<file path="config.mk">
export PLATFORM = sky130hd
export DESIGN_NAME = sdp_ram_stream_reader
export DESIGN_NICKNAME = d
export VERILOG_FILES = /design/src/rtl/sdp_ram_pkg.sv /design/src/rtl/sdp_ram_stream_reader_stream_out_buf.sv /design/src/rtl/sdp_ram_stream_reader.sv
export SDC_FILE = /design/constraint.sdc
export NUM_CORES = 1
export LEC_CHECK = 0
export BUFFER_PORTS_ARGS = -buffer_cell sky130_fd_sc_hd__buf_2
export CORE_MARGIN = 2
export CORE_UTILIZATION = 50
export DETAILED_ROUTE_END_ITERATION = 16
export PLACE_DENSITY = 0.87
export SYNTH_ARGS = -nofsm -noshare
export SYNTH_HDL_FRONTEND = slang
export SYNTH_SLANG_ARGS = --single-unit
</file>
<file path="constraint.sdc">
create_clock -name clk_i -period 2.73 [get_ports clk_i]
set_clock_uncertainty 0.1 [all_clocks]
set_input_delay 0.4095 -clock clk_i [delete_from_list [all_inputs] [get_ports clk_i]]
set_output_delay 0.4095 -clock clk_i [all_outputs]
set_load 0.1 [all_outputs]
</file>
<file path="src/rtl/sdp_ram_pkg.sv">
// Shared types and helpers for the SDP RAM stream reader.
// Optional level reporting in the top is enabled by defining SDP_RD_LEVEL_EN.
package sdp_ram_pkg;

    localparam int unsigned OUT_BUF_DEPTH = 2;

    typedef logic [1:0] buf_cnt_t;

    // Modular pointer difference, masked to a pointer of w bits (wrap bit included).
    function automatic logic [31:0] ptr_used(input logic [31:0] wr, input logic [31:0] rd,
                                             input int unsigned w);
        logic [31:0] mask;
        mask = (32'd1 << w) - 32'd1;
        return (wr - rd) & mask;
    endfunction

endpackage

</file>
<file path="src/rtl/sdp_ram_stream_reader_stream_out_buf.sv">
// Two-entry in-order register buffer: head register drives the stream directly.
module stream_out_buf
    import sdp_ram_pkg::*;
#(
    parameter int unsigned P_DATA_WIDTH = 8
) (
    input  logic                    clk_i,
    input  logic                    rst_i,
    input  logic                    push_i,
    input  logic [P_DATA_WIDTH-1:0] push_data_i,
    input  logic                    pop_i,
    output logic [P_DATA_WIDTH-1:0] data_o,
    output logic                    valid_o,
    output buf_cnt_t                cnt_o
);

    logic [P_DATA_WIDTH-1:0] head_q, head_d;
    logic [P_DATA_WIDTH-1:0] tail_q, tail_d;
    buf_cnt_t                cnt_q, cnt_d;

    always_comb begin
        head_d = head_q;
        tail_d = tail_q;
        cnt_d  = cnt_q;
        case ({push_i, pop_i})
            2'b10: begin
                if (cnt_q == 2'd0) begin
                    head_d = push_data_i;
                end else begin
                    tail_d = push_data_i;
                end
                cnt_d = cnt_q + 2'd1;
            end
            2'b01: begin
                head_d = tail_q;
                cnt_d  = cnt_q - 2'd1;
            end
            2'b11: begin
                // Count is unchanged; the new word lands behind whatever remains.
                if (cnt_q == 2'd2) begin
                    head_d = tail_q;
                    tail_d = push_data_i;
                end else begin
                    head_d = push_data_i;
                end
            end
            default: ;
        endcase
    end

    always_ff @(posedge clk_i or posedge rst_i) begin
        if (rst_i) begin
            head_q <= '0;
            tail_q <= '0;
            cnt_q  <= '0;
        end else begin
            head_q <= head_d;
            tail_q <= tail_d;
            cnt_q  <= cnt_d;
        end
    end

    assign data_o  = head_q;
    assign valid_o = (cnt_q != 2'd0);
    assign cnt_o   = cnt_q;

endmodule

</file>
<file path="src/rtl/sdp_ram_stream_reader.sv">
// Read-side controller for the sync FIFO's SDP RAM; hides 1-cycle read latency.
// Define SDP_RD_LEVEL_EN to add the registered level_o output.
module sdp_ram_stream_reader
    import sdp_ram_pkg::*;
#(
    parameter int unsigned P_DATA_WIDTH = 8,
    parameter int unsigned P_ADDR_WIDTH = 4
) (
    input  logic                    clk_i,
    input  logic                    rst_i,
    input  logic [P_ADDR_WIDTH:0]   wr_ptr_i,
    output logic [P_ADDR_WIDTH:0]   rd_ptr_o,
    output logic                    ram_rd_o,
    output logic [P_ADDR_WIDTH-1:0] ram_addr_rd_o,
    input  logic [P_DATA_WIDTH-1:0] ram_data_rd_i,
    output logic [P_DATA_WIDTH-1:0] data_o,
    output logic                    valid_o,
    input  logic                    ready_i
`ifdef SDP_RD_LEVEL_EN
    ,
    output logic [P_ADDR_WIDTH+1:0] level_o
`endif
);

    logic [P_ADDR_WIDTH:0] rd_ptr_q, rd_ptr_d;
    logic                  inflight_q;
    logic                  ram_empty;
    logic                  pop;
    logic                  issue;
    logic [2:0]            occ;
    buf_cnt_t              buf_cnt;

    assign ram_empty = (wr_ptr_i == rd_ptr_q);
    assign pop       = valid_o && ready_i;

    // Words held downstream of the RAM once this cycle's pop has left.
    assign occ   = {1'b0, buf_cnt} + {2'b00, inflight_q} - {2'b00, pop};
    assign issue = !rst_i && !ram_empty && (occ <= 3'd1);

    always_comb begin
        rd_ptr_d = rd_ptr_q;
        if (issue) begin
            rd_ptr_d = rd_ptr_q + {{P_ADDR_WIDTH{1'b0}}, 1'b1};
        end
    end

    always_ff @(posedge clk_i or posedge rst_i) begin
        if (rst_i) begin
            rd_ptr_q   <= '0;
            inflight_q <= 1'b0;
        end else begin
            rd_ptr_q   <= rd_ptr_d;
            inflight_q <= issue;
        end
    end

    assign ram_rd_o      = issue;
    assign ram_addr_rd_o = rd_ptr_q[P_ADDR_WIDTH-1:0];
    assign rd_ptr_o      = rd_ptr_q;

    stream_out_buf #(
        .P_DATA_WIDTH(P_DATA_WIDTH)
    ) u_out_buf (
        .clk_i      (clk_i),
        .rst_i      (rst_i),
        .push_i     (inflight_q),
        .push_data_i(ram_data_rd_i),
        .pop_i      (pop),
        .data_o     (data_o),
        .valid_o    (valid_o),
        .cnt_o      (buf_cnt)
    );

`ifdef SDP_RD_LEVEL_EN
    logic [31:0]           level_sum;
    logic [P_ADDR_WIDTH+1:0] level_q;

    assign level_sum = ptr_used({{(31 - P_ADDR_WIDTH) {1'b0}}, wr_ptr_i},
                                {{(31 - P_ADDR_WIDTH) {1'b0}}, rd_ptr_q}, P_ADDR_WIDTH + 1)
                     + {31'd0, inflight_q} + {30'd0, buf_cnt};

    always_ff @(posedge clk_i or posedge rst_i) begin
        if (rst_i) begin
            level_q <= '0;
        end else begin
            level_q <= level_sum[P_ADDR_WIDTH+1:0];
        end
    end

    assign level_o = level_q;
`endif

endmodule

</file>
==> impl_metrics.py <==
metrics = {
    "outcome": {
        "status": "finished, violations left",
        "violations": "setup timing",
    },
    "global_routing": {
        "antenna_found_initial": 0,
        "grt_pass1_wl_um": 4390,
        "first_global_vias": 956,
        "grt_max_degree": 25,
        "grt_use_total": 0.225,
        "gr-total-overflow": 0,
    },
    "timing": {
        "setup_violations": 9,
        "period_needed_ns": 2.79,
        "worst_pin_slew_ns": 0.706,
        "maxSlewViolCount": 0,
        "rsz0062_at_grt": "true",
        "final-hold-violation-count": 0,
        "fmax_mhz": 358,
        "worst_slack_ns": -0.0643,
        "min_period_over_period": 1.02,
        "maxSlewHeadroom": 0.520,
    },
    "worst_setup_path": {
        "cpLargestDelayFamily": "adder cells",
        "cp_common_cell": "inv_2",
        "worst-path-buf-inv": 3,
        "worstPathMaxFanout": 2,
        "worstSetupPathType": "flop to primary output",
        "cp.required_ns": 2.22,
        "worstSetupStartpointType": "flop",
        "critPathArrivalTime_ns": 2.28,
        "critical-path-max-stage-delay_ns": 0.41,
        "path_cells": "inv_2 -> and3_4 -> a21o_1 -> ha_2 -> inv_2 -> fa_2 -> xnor2_2 -> nand3_4 -> a21oi_4 -> buf_12",
        "slowest_stage": "dfrtp_1",
        "end_kind": "primary output",
    },
    "synth": {
        "yosys_register_bits": 24,
        "synthTopCellsByArea": "dfrtp_1 (49%), mux2_2 (7.4%), xor2_1 (7.2%)",
        "synth.avg_cell_area_um2": 12.2,
        "seq_area_frac_synth": 0.492,
        "synth_top_area_cell": "dfrtp_1",
        "yosysWarnings": 0,
        "synthCells": 100,
        "yosysUniqueCellTypes": 28,
        "synthesis.area_mm2": 0.00122,
        "syn_nets": 119,
        "netlist.area_leader.share": 0.492,
    },
    "finish": {
        "drive_above_1_share": 0.533,
        "mostFrequentLayoutCell": "buf_2",
        "syn2layout_area_growth_pct": 31.3,
        "antenna_cells": 0,
        "final-instance-count-excl-fill": 178,
        "mostFrequentLayoutCells": "buf_2 (33), dfrtp_1 (23), buf_4 (20)",
        "nNetsFinal": 170,
    },
    "placement": {
        "dpl.cell_count": 156,
        "hpwl_um": 1780,
        "place.gp.congestion": 0.718,
        "numPortBuffers": 34,
    },
    "clock_network": {
        "clkTransAtPathRegs_ns": 0.13,
        "htreeDepth": 1,
        "max-clock-path-buffers": 2,
        "clock-sinks": 24,
        "numCtsBuffers": 3,
        "clockRootBuffer": "clkbuf_4",
        "cts_tree": "built",
        "clkLatencyLatePin_ns": 0.31,
    },
    "run": {
        "cap_viol_max_count": 0,
    },
    "routing": {
        "routed_wl_um": 2810,
        "drcViolationCount": 0,
        "viasPerCell": 5.39,
        "dr.first_iter.drc_count": 17,
        "wl_per_cell_um": 15.8,
        "ant_nets": 0,
        "first_pass_iters": 4,
        "vias": 960,
    },
    "die": {
        "io_pins": 35,
        "core-area_mm2": 0.00225,
        "die-area_mm2": 0.00285,
        "initial_core_util": 0.542,
        "num_rows": 17,
        "fp.dieW_um": 53.4,
        "die_h_um": 53.4,
    },
    "worst_hold_path": {
        "hold_path.class": "primary input to async pin",
    },
}
[routing by layer]
metal / GRT usage / vias to the layer above / wire [um]
met3: 0.0565 / 2 / 104
li1: - / 447 / -
met1: 0.257 / 490 / 1120
met4: 0.0769 / 0 / 16
met5: 0 / - / 0
met2: 0.401 / 21 / 1570
[worst paths after layout]
check | start | end | slack [ns] | cells after the start
min in group clk_i | ram_data_rd_i[0] | u_out_buf.data_o[0] | 0.19 | 2
hold / removal | rst_i | u_out_buf.data_o[5] | 0.13 | 3
setup reg to reg | u_out_buf.cnt_o[0] | u_out_buf.tail_q[6] | -0.03 | 14
setup / recovery | u_out_buf.cnt_o[0] | ram_rd_o | -0.06 | 10
max in group asynchronous | rst_i | u_out_buf.cnt_o[1] | 2.15 | 3
hold reg to reg | u_out_buf.data_o[6] | u_out_buf.data_o[6] | 0.41 | 2
[cell usage after synthesis]
cell type  instances
clkbuf_1           1
a22o_1             5
buf_6              3
nor2_1             1
fa_1               1
a21oi_2            1
o21ai_0            4
dfrtp_1           24
or2_1              1
nand3_1            3
a21oi_1            1
xor2_1            10
and3_1             2
mux2_2             8
mux2i_1            3
o211ai_2           1
a211oi_1           4
nand2_1            4
a21o_1             6
mux2i_2            1
mux2_1             1
nor2_4             1
xnor2_1            1
ha_1               2
nor3_2             1
and4_1             1
inv_1              5
buf_4              4
[worst reg2reg max path, stage by stage (launching register included)]
cell and delay, ns:
dfrtp_1 0.38, inv_2 0.05, buf_4 0.12, buf_4 0.12, buf_4 0.12, buf_4 0.12, buf_4 0.12, buf_4 0.13
buf_4 0.12, buf_4 0.12, buf_4 0.12, buf_4 0.12, buf_4 0.13, o211ai_2 0.42, mux2_2 0.39
[sequential cells by signal, summed over array words and instances (netlist names)]
signal	cells
u_out_buf.cnt_o	2
u_out_buf.data_o	8
u_out_buf.tail_q	8
inflight_q	1
rd_ptr_o	5
[cell families after synthesis]
group           after synthesis  synth area share
compound gates               22             0.135
mux                          13             0.119
fa+ha+maj                     3            0.0369
flops                        24             0.492
simple gates                 14            0.0676
xor+xnor                     11            0.0789
buf+inv                      13            0.0707
[metrics by stage]
stage               utilization  setup WS [ns]  setup TNS [ns]  area (um^2)  hold slack, ns
finish                    0.711        -0.0643          -0.292         1600           0.132
global route              0.711         -0.171          -0.951         1600           0.150
CTS                       0.708        -0.0613         -0.0613         1600           0.118
detailed placement        0.630          0.152               0         1420           0.388
global placement          0.630          0.188               0         1420           0.358
floorplan                     -        -0.0771         -0.0911         1250           0.340
[cell type report]
type,count,area (um^2)
clock buffer,4,36.3
fill,148,652
inverter,5,18.8
multi-input combinational,63,576
sequential,24,602
tap,28,35.0
timing repair buffer,54,335
[timing repair]
| action | 4_1_cts | 5_1_grt |
|---|---|---|
| setup endpoints to repair | 1 | 9 |
| pin swaps | 4 | 3 |
| hold buffers | 0 | 0 |
| resized for setup | 3 | 0 |
| hold endpoints to repair | 0 | 0 |
| buffers inserted | 17 | 1 |
Power is not shown: default switching activity piles up to over one toggle a cycle in this logic, so the estimate is an artifact.
